### config.mk
export PLATFORM = sky130hd
export DESIGN_NAME = matmul_sequencer
export DESIGN_NICKNAME = d
export VERILOG_FILES = /design/src/rtl/matmul_sequencer.sv
export SDC_FILE = /design/constraint.sdc
export NUM_CORES = 1
export LEC_CHECK = 0
export BUFFER_PORTS_ARGS = -buffer_cell sky130_fd_sc_hd__buf_2
export CORE_MARGIN = 3
export CORE_UTILIZATION = 46
export CTS_CLUSTER_DIAMETER = 50
export DETAILED_ROUTE_END_ITERATION = 12
export PLACE_DENSITY = 0.77
export SLEW_MARGIN = 20
export SYNTH_ARGS = -nofsm -noshare
export SYNTH_HDL_FRONTEND = slang
export SYNTH_SLANG_ARGS = --single-unit
### constraint.sdc
create_clock -name clk -period 1.8 [get_ports clk]
set_input_delay 0.36 -clock clk [delete_from_list [all_inputs] [get_ports clk]]
set_output_delay 0.36 -clock clk [all_outputs]
set_load 0.01 [all_outputs]
### src/rtl/matmul_sequencer.sv
// Controller for the matrix-multiplier datapath: loads the column RAMs from the M FIFO,
// streams hash words through the PE array, drains the PE pipeline and emits result words.
module matmul_sequencer #(
    parameter int unsigned N_COLS     = 64,
    parameter int unsigned N_ROWS     = 64,
    parameter int unsigned HASH_WORDS = 64,
    parameter int unsigned OUT_WORDS  = 4,
    parameter int unsigned PE_LAT     = 2,
    parameter int unsigned AW         = $clog2(N_ROWS)
) (
    input  logic                         clk,
    input  logic                         rst,
    input  logic                         m_empty,
    input  logic                         hashin_empty,
    input  logic                         hashout_full,
    output logic                         m_re,
    output logic                         ram_we,
    output logic [AW-1:0]                ram_addr,
    output logic [N_COLS-1:0]            en_column,
    output logic                         addr_sel,
    output logic                         hashin_re,
    output logic                         pe_en,
    output logic                         pe_clr,
    output logic                         hashout_we,
    output logic [$clog2(OUT_WORDS):0]   out_idx,
    output logic                         busy,
    output logic                         matrix_loaded,
    output logic [31:0]                  hash_count
);

    localparam int unsigned KW = (N_COLS > 1) ? $clog2(N_COLS) : 1;
    localparam int unsigned DW = (PE_LAT > 1) ? $clog2(PE_LAT) : 1;
    localparam int unsigned OW = $clog2(OUT_WORDS) + 1;

    typedef enum logic [2:0] {
        S_IDLE,
        S_LOAD,
        S_MULT,
        S_DRAIN,
        S_OUT
    } state_t;

    state_t             state_q, state_d;
    logic [AW-1:0]      i_q, i_d;
    logic [KW-1:0]      k_q, k_d;
    logic [AW-1:0]      j_q, j_d;
    logic [DW-1:0]      d_q, d_d;
    logic [OW-1:0]      t_q, t_d;
    logic               loaded_q, loaded_d;
    logic [31:0]        hash_count_q, hash_count_d;
    logic [PE_LAT-1:0]  pe_pipe_q, pe_pipe_d;

    // Next-state, counter updates and the combinational FIFO/RAM strobes
    always_comb begin
        state_d      = state_q;
        i_d          = i_q;
        k_d          = k_q;
        j_d          = j_q;
        d_d          = d_q;
        t_d          = t_q;
        loaded_d     = loaded_q;
        hash_count_d = hash_count_q;
        m_re         = 1'b0;
        ram_we       = 1'b0;
        ram_addr     = '0;
        en_column    = '0;
        addr_sel     = 1'b1;
        hashin_re    = 1'b0;
        pe_clr       = 1'b0;
        hashout_we   = 1'b0;
        out_idx      = '0;

        case (state_q)
            S_IDLE: begin
                // A pending matrix update always wins over a pending hash
                if (!m_empty) begin
                    state_d  = S_LOAD;
                    loaded_d = 1'b0;
                    i_d      = '0;
                    k_d      = '0;
                end else if (loaded_q && !hashin_empty) begin
                    state_d = S_MULT;
                    pe_clr  = 1'b1;
                    j_d     = '0;
                end
            end
            S_LOAD: begin
                addr_sel = 1'b0;
                ram_addr = i_q;
                if (!m_empty) begin
                    m_re      = 1'b1;
                    ram_we    = 1'b1;
                    en_column = N_COLS'(1) << k_q;
                    if (i_q == AW'(N_ROWS - 1)) begin
                        i_d = '0;
                        if (k_q == KW'(N_COLS - 1)) begin
                            k_d      = '0;
                            loaded_d = 1'b1;
                            state_d  = S_IDLE;
                        end else begin
                            k_d = k_q + KW'(1);
                        end
                    end else begin
                        i_d = i_q + AW'(1);
                    end
                end
            end
            S_MULT: begin
                ram_addr = j_q;
                if (!hashin_empty) begin
                    hashin_re = 1'b1;
                    en_column = '1;
                    if (j_q == AW'(HASH_WORDS - 1)) begin
                        j_d     = '0;
                        d_d     = '0;
                        state_d = S_DRAIN;
                    end else begin
                        j_d = j_q + AW'(1);
                    end
                end
            end
            S_DRAIN: begin
                if (d_q == DW'(PE_LAT - 1)) begin
                    d_d     = '0;
                    t_d     = '0;
                    state_d = S_OUT;
                end else begin
                    d_d = d_q + DW'(1);
                end
            end
            S_OUT: begin
                if (!hashout_full) begin
                    hashout_we = 1'b1;
                    out_idx    = t_q;
                    if (t_q == OW'(OUT_WORDS - 1)) begin
                        t_d          = '0;
                        hash_count_d = hash_count_q + 32'd1;
                        state_d      = S_IDLE;
                    end else begin
                        t_d = t_q + OW'(1);
                    end
                end
            end
            default: state_d = S_IDLE;
        endcase
    end

    // PE operand-valid chain: hashin_re delayed by PE_LAT cycles, bubbles included
    always_comb begin
        pe_pipe_d    = pe_pipe_q;
        pe_pipe_d[0] = hashin_re;
        for (int s = 1; s < int'(PE_LAT); s++) begin
            pe_pipe_d[s] = pe_pipe_q[s-1];
        end
    end

    always_ff @(posedge clk) begin
        if (rst) begin
            state_q      <= S_IDLE;
            i_q          <= '0;
            k_q          <= '0;
            j_q          <= '0;
            d_q          <= '0;
            t_q          <= '0;
            loaded_q     <= 1'b0;
            hash_count_q <= '0;
            pe_pipe_q    <= '0;
        end else begin
            state_q      <= state_d;
            i_q          <= i_d;
            k_q          <= k_d;
            j_q          <= j_d;
            d_q          <= d_d;
            t_q          <= t_d;
            loaded_q     <= loaded_d;
            hash_count_q <= hash_count_d;
            pe_pipe_q    <= pe_pipe_d;
        end
    end

    assign pe_en         = pe_pipe_q[PE_LAT-1];
    assign busy          = (state_q != S_IDLE);
    assign matrix_loaded = loaded_q;
    assign hash_count    = hash_count_q;

endmodule

# Yosys cells after proc, flatten, opt, wreduce, memory -nomap -nowiden
# Index checks and enable logic that the tools add are counted.
[op_classes] add_sub_neg=6 eq_ne=20 shifts=1 muxes=53 n_bitwise=1 reduce_logical=16
[op_table] operator="64-bit two-way mux" n=2
[op_table] operator="64-bit one-hot mux with 2 select lines" n=1
[op_table] operator="1-bit by 6-bit << shifter with 64-bit output (first input constant)" n=1
[op_table] operator="6-bit two-way mux" n=10
[op_table] operator="6-bit one-hot mux with 2 select lines" n=4
[op_table] operator="3-bit two-way mux" n=15
[op_table] operator="32-bit by 1-bit adder with 32-bit output (second input constant)" n=1
[op_table] operator="2-bit inequality test (second input constant)" n=11
[op_table] operator="6-bit by 1-bit adder with 6-bit output (second input constant)" n=3
[op_table] operator="6-bit == test (second input constant)" n=3
[op_table] operator="1-bit two-way mux" n=17
[op_table] operator="3-bit one-hot mux with 5 select lines" n=1
[op_table] operator="3-bit AND reduction" n=4
[op_table] operator="3-bit by 2-bit == test with 1-bit output (second input constant)" n=3
[op_table] operator="9-bit AND reduction" n=1
[op_table] operator="4-bit AND reduction" n=2
[op_table] operator="2-bit nonzero test" n=4
[op_table] operator="3-bit one-hot mux with 2 select lines" n=1
[op_table] operator="5-bit AND reduction" n=1
[op_table] operator="1-bit one-hot mux with 2 select lines" n=2
[op_table] operator="3-bit by 1-bit adder with 3-bit output (second input constant)" n=1
[op_table] operator="3-bit by 1-bit == test with 1-bit output (second input constant)" n=1
[op_table] operator="3-bit == test (second input constant)" n=1
[op_table] operator="3-bit zero test" n=1
[op_table] operator="6 further kinds" n=6
[word_totals] register_bits=60 output_inout_bits=114

# Logic depth before layout (Yosys ltp)
# Gate-level depths: netlist (run 1).
[depth] word_depth=5 depth_mapped=7 ltp_nobuf=6

# Least setup slack after synthesis (run 1)
# Ideal clock, no wire load.
[synth_timing] path_type="register -> output" start="reg state_q[0]" end="out en_column[49]" arrival_time_ns=1.629 setup_slack_ns=-0.189 path_stages_with_launch=6 path_buffers=1 cell_sequence="dfxtp_1 > buf_2 > xnor2_1 > nor3b_1 > nand3_1 > o21ai_0"
[synth_between] elab_chain_len=2 word_cells_on_any_way=3
[synth_lines] element="start: declaration" line_no="43" source="state_t state_q, state_d;"
[synth_lines] element="start signal: assignment" line_no="169" source="state_q <= state_d;"
[synth_lines] element="3-bit by 2-bit == test with 1-bit output or 3-bit by 1-bit == test with 1-bit output (tied branches)" line_no="73" source="case (state_q)"
[synth_lines] element="64-bit one-hot mux with 2 select lines *" line_no="73"
[synth_lines] element="end: declaration" line_no="19" source="output logic [N_COLS-1:0] en_column,"
# Every way passes the cells marked *; elsewhere a longest branch is shown, timed or not.

# Worst setup path after layout (run 1)
[layout_timing] start="reg state_q[1]" end="out en_column[35]"
# Same word-level chain as after synthesis.

==> reports/metrics.yaml, run 1 <==
worst_setup_path:
  critPathMaxFanout: 8
  arrival_ns: 1.97
  startpoint_type: "register"
  worstSetupPathType: "reg2out"
  worstPathRequired_ns: 1.44
  worst_setup_path_end_kind: "output port"
synthesis:
  async_flop_share: 0
  yosys_warnings: 0
  ys_ff_latch: 60
  synth_flop_cell: "dfxtp_1"
  syn_area_per_cell_um2: 7.73
  synth_area_um2: 3540
  ys_types: 52
  ys_seq_area_frac: 0.339
  synth-edff-count: 0
  syn_nets: 472
  synthCells: 458
final_layout:
  regArea_um2: 1230
  antennaDiodeCount: 0
  fillCellCount: 358
  area_growth_pct: 79.1
  drive_above_1_share: 0.572
  multi_input_area_um2: 2990
  nets: 687
clock_tree:
  cts_tree: "yes"
  path_clk_slew_ns: 0.07
  ctsRootBufferMaster: "clkbuf_8"
  cts_max_level: 3
  cts_made_buffers: 9
  cts.sink_count: 60
  clock_path_buffers: 2
  hold_buffers: 0
  clock_latency_ns: 0.36
floorplan:
  dieArea_um2: 8780
  core-area_um2: 7370
  die_w_um: 93.7
  start_util: 0.480
  rows: 31
  die_height_um: 93.7
  top_level_ports: 119
place:
  place.gp.congestion: 0.875
  dp_hpwl_mm: 8.25
  io_buffer_count: 118
pwr:
  p_per_area_nw_per_um2: 871
  p_leak_nw: 2.98
  vdd_ir_drop_max_mv: 0.453
drt:
  avgRoutedWirePerCell_um: 23.0
  firstDrtPassIters: 5
  drcViolationCount: 0
  ant_nets: 0
  avgViaCountPerCell: 6.43
  drt_wl_total_mm: 17.8
  drt_iter0_markers: 530
  num_vias: 4999
sta:
  max_freq_ghz: 0.429
  finalCritPeriodShare: 1.29
  hold_viol_final: 0
  slew_viol_final: 0
  setup_violations: 113
  rsz0062_at_grt: "yes"
  worst_slack_ns: -0.531
  slew_headroom: 0.777
  holdWs_ns: 0.349
  tns_ns: -30.54
  worst_pin_slew_ns: 0.334
  fin_skew_ns: 0.0104
  fin_crit_ns: 2.33
grt:
  grt_max_degree: 30
  grt_pass1_vias: 4463
  gr-total-overflow: 0
  track_usage: 0.321
  antenna_found_initial: 0
  grt_pass1_wl_mm: 22.6
job:
  max_cap_violations: 0
run_status:
  status: "finished with violations"
  violations: "setup timing"
worst_hold_path:
  worstHoldPathType: "in2reg"
## Yosys cell counts (all sizes together), types with 2 or more instances
cell type | n | share of area
dfxtp | 60 | 0.34
or4 | 2 | 0.0042
nor4b | 2 | 0.0092
clkbuf | 19 | 0.020
nor3b | 4 | 0.0099
and2 | 5 | 0.0088
or3 | 8 | 0.014
nand3 | 21 | 0.030
a22oi | 2 | 0.0042
xor2 | 10 | 0.025
inv | 18 | 0.019
nand2b | 5 | 0.0088
nor2 | 44 | 0.047
nor2b | 5 | 0.0088
a21oi | 20 | 0.028
and4 | 5 | 0.012
ha | 9 | 0.032
nor3 | 13 | 0.021
nor4 | 17 | 0.030
and3 | 4 | 0.0071
a311oi | 3 | 0.0074
nand2 | 35 | 0.037
nand4b | 2 | 0.0050
o21ai | 74 | 0.10
a22o | 6 | 0.015
nand4 | 13 | 0.027
buf | 8 | 0.011
xnor2 | 27 | 0.067
## stage by stage
| step | std cells | setup slack, ns | cell area [µm²] | util | power (mW) |
|---|---|---|---|---|---|
| global route | 777 | -0.587 | 6340 | 0.860 | 5.68 |
| floorplan | 458 | -0.0336 | 3710 | - | 2.43 |
| detailed placement | 716 | -0.219 | 4830 | 0.655 | 3.11 |
| CTS | 754 | -0.319 | 5700 | 0.773 | 4.88 |
| global placement | 716 | -0.0976 | 4830 | 0.655 | 3.05 |
| finish | 777 | -0.531 | 6340 | 0.860 | 5.52 |
## metal layers
metal,vias up,track usage,part of all wire
met3,141,0.0721,0.092
met1,2360,0.374,0.35
met4,0,0.148,0.070
li1,2090,-,-
met5,-,0,0
met2,408,0.555,0.49
## timing repair
action,in CTS,in global routing
buffers inserted,18,23
setup endpoints to repair,92,115
gates resized for setup,86,103
gates cloned,4,2
pin swaps,34,45
## cell type report
| type | instances | share of cell area |
|---|---|---|
| Multi-Input combinational cell | 353 | 0.472 |
| Timing Repair Buffer | 231 | 0.267 |
| Sequential cell | 60 | 0.193 |
| Clock buffer | 11 | 0.0223 |
| Tap cell | 99 | 0.0195 |
| Clock inverter | 5 | 0.0134 |
| Inverter | 18 | 0.0118 |
## layout by cell type, fill, tap and decap left out, types with 6 or more instances in the layout
cell,synthesis,final
buf_4,1,82
nand4_1,12,12
buf_6,0,27
xnor2_1,27,25
ha_1,9,7
xor2_1,10,10
a22o_1,6,6
dfxtp_2,0,11
nand3_1,21,17
o21ai_2,0,35
o21ai_0,74,6
nand2_2,0,9
buf_2,5,112
a21oi_1,20,14
nand2_1,35,21
nor2_1,43,38
nor4_4,0,15
dfxtp_1,60,46
clkbuf_8,0,10
inv_1,18,14
o21ai_1,0,31
## cells by family (layout without fill, tap and decap cells)
family | Yosys count | in the layout | share of synthesized area
AOI/OAI and AO/OA | 116 | 116 | 0.191
adders and majority gates | 9 | 9 | 0.0318
and+or+nand+nor | 190 | 190 | 0.293
xor gates and xnor gates | 37 | 37 | 0.0916
muxes | 1 | 1 | 0.00283
DFF | 60 | 60 | 0.339
buffers and inverters | 45 | 265 | 0.0506
## worst paths after layout
path	end	from	slack (ns)	depth (start not counted)
min	hash_count[25]$_SDFFE_PP0P_	rst	0.35	2
max	en_column[35]	state_q[1]$_SDFFE_PP0P_	-0.53	6
min reg2reg	pe_pipe_q[1]$_SDFF_PP0_	pe_pipe_q[0]$_SDFF_PP0_	0.46	1
max reg2reg	hash_count[23]$_SDFFE_PP0P_	state_q[1]$_SDFFE_PP0P_	-0.33	9
## flip-flops by register name, indices dropped and copies added, names as in the netlist
| signal | cells |
|---|---|
| pe_pipe_q | 2 |
| i_q | 6 |
| t_q | 3 |
| d_q | 1 |
| j_q | 6 |
| matrix_loaded | 1 |
| state_q | 3 |
| k_q | 6 |
| hash_count | 32 |
## worst max-delay path, stage by stage, from the launching register on
cell and delay (ns):
dfxtp_4 0.38, nor2_4 0.16, nand3_4 0.15, nor3_2 0.24, nand2_2 0.23, o21ai_1 0.26, buf_2 0.20
## power by group
group | switching, mW | internal (mW) | leakage [nW]
Combinational | 1.41 | 1.20 | 2.38
Sequential | 0.0881 | 1.39 | 0.492
Clock | 0.613 | 0.823 | 0.110
Total | 2.12 | 3.41 | 2.98
Power figures use the tool's default switching activity.
==> inputs of run 2 (changes only) <==
--- a/config.mk
+++ b/config.mk
@@ -10,7 +10,7 @@
 export CORE_UTILIZATION = 46
 export CTS_CLUSTER_DIAMETER = 50
 export DETAILED_ROUTE_END_ITERATION = 12
-export PLACE_DENSITY = 0.77
+export PLACE_DENSITY_LB_ADDON = 0.05
 export SLEW_MARGIN = 20
 export SYNTH_ARGS = -nofsm -noshare
 export SYNTH_HDL_FRONTEND = slang
==> reports/metrics.yaml, run 2 (synthesis gave the netlist of run 1 again) <==
floorplan:
  top_level_ports: 119
  die_height_um: 93.7
  die_w_um: 93.7
  dieArea_um2: 8780
  rows: 31
  start_util: 0.480
  core-area_um2: 7370
clock_tree:
  cts_max_level: 3
  clock_path_buffers: 2
  ctsRootBufferMaster: "clkbuf_8"
  path_clk_slew_ns: 0.08
  clock_latency_ns: 0.35
  hold_buffers: 0
  cts_tree: "yes"
  cts.sink_count: 60
  cts_made_buffers: 9
pwr:
  p_per_area_nw_per_um2: 811
  p_switching_mw: 1.86
  p_leak_nw: 2.90
  finalPower_mw: 4.94
  vdd_ir_drop_max_mv: 0.464
  p_sw_frac: 0.377
  p_int_mw: 3.08
  comb_power_share: 0.444
  clockPowerShare: 0.259
  seqPwrFrac: 0.297
drt:
  ant_nets: 0
  drt_wl_total_mm: 13.2
  drcViolationCount: 0
  num_vias: 4410
  drt_iter0_markers: 237
  firstDrtPassIters: 5
  avgRoutedWirePerCell_um: 17.2
  avgViaCountPerCell: 5.76
sta:
  fin_skew_ns: 0.0143
  worst_pin_slew_ns: 0.389
  fin_crit_ns: 2.14
  max_freq_ghz: 0.467
  worst_slack_ns: -0.339
  hold_viol_final: 0
  slew_viol_final: 0
  setup_violations: 109
  finalCritPeriodShare: 1.19
  rsz0062_at_grt: "yes"
  slew_headroom: 0.740
final_layout:
  nets: 675
  final_common_cell: "buf_2"
  final_cell_mix: "buf_2, buf_4, dfxtp_1"
  antennaDiodeCount: 0
  stdcell_area_um2: 6090
  area_growth_pct: 72.1
  drive_above_1_share: 0.541
  largest_reg_flops: 32
  fillCellCount: 445
place:
  dpl_cell_area_um2: 4860
  dp_slack_ns: -0.153
  place.gp.congestion: 0.905
  dp_hpwl_mm: 7.95
  io_buffer_count: 118
grt:
  grt_max_degree: 39
  gr-total-overflow: 0
  grt_pass1_vias: 3965
  grt_pass1_wl_mm: 19.1
  track_usage: 0.268
  antenna_found_initial: 0
worst_setup_path:
  arrival_ns: 1.78
  r2r-start: "state_q[1]$_SDFFE_PP0P_"
  startpoint: "state_q[0]$_SDFFE_PP0P_"
  startpoint_type: "register"
  r2r_setup_slack_ns: -0.25
  worstPathRequired_ns: 1.44
  worst_setup_path_end_kind: "output port"
  critPathMaxFanout: 19
  worstSetupPathType: "reg2out"
run_status:
  violations: "setup timing"
  status: "finished with violations"
worst_hold_path:
  worstHoldPathType: "in2reg"
  hold_start: "rst"
job:
  max_cap_violations: 0
[run 2: per-layer routing]
layer / wire length (µm) / track usage / vias up / share of wire
met5: 0 / 0 / - / 0
met4: 333 / 0.0722 / 0 / 0.025
met3: 779 / 0.0529 / 33 / 0.059
met2: 6810 / 0.472 / 176 / 0.52
met1: 5230 / 0.333 / 2149 / 0.40
li1: - / - / 2052 / -
[run 2: final timing paths]
path | cells past startpoint | to
setup / recovery | 6 | en_column[35]
hold / removal | 2 | i_q[5]$_SDFFE_PP0P_
setup reg to reg | 7 | hash_count[31]$_SDFFE_PP0P_
hold reg to reg | 1 | pe_pipe_q[1]$_SDFF_PP0_
[run 2: layout make-up]
type | instances | area, µm² | area share
clock buffer | 10 | 128 | 0.0210
clock inverter | 6 | 72.6 | 0.0119
inverter | 18 | 67.6 | 0.0111
multi-input combinational | 353 | 2900 | 0.476
sequential | 60 | 1220 | 0.201
tap | 99 | 124 | 0.0203
timing repair buffer | 219 | 1580 | 0.259
[run 2: repair_timing]
item | 4_1_cts | 5_1_grt
setup buffers | 15 | 11
setup endpoints to repair | 89 | 118
gates resized for setup | 65 | 88
pin swaps | 40 | 53
cloned | 1 | 4
[run 2: through the flow]
stage	hold slack [ns]	util	TNS, ns	instances
floorplan	0.414	-	-0.236	458
global placement	0.419	0.659	-4.21	720
detailed placement	0.432	0.659	-6.31	720
CTS	0.294	0.752	-19.49	752
global route	0.306	0.826	-33.08	765
finish	0.325	0.826	-25.35	765
[run 2: critical path: stages (launching register included)]
cell	delay (ns)
dfxtp_4	0.39
buf_4	0.17
nor3_4	0.25
nand2b_4	0.18
buf_12	0.19
o21ai_1	0.08
buf_2	0.16
[run 2: power by group through the flow]
stage | logic (mW) | clock network [mW] | registers, mW
2_1_floorplan | 0.965 | 0 | 1.47
3_3_place_gp | 1.61 | 0 | 1.49
3_5_place_dp | 1.63 | 0 | 1.49
4_1_cts | 1.90 | 1.28 | 1.45
5_1_grt | 2.33 | 1.36 | 1.47
6_report | 2.19 | 1.28 | 1.47
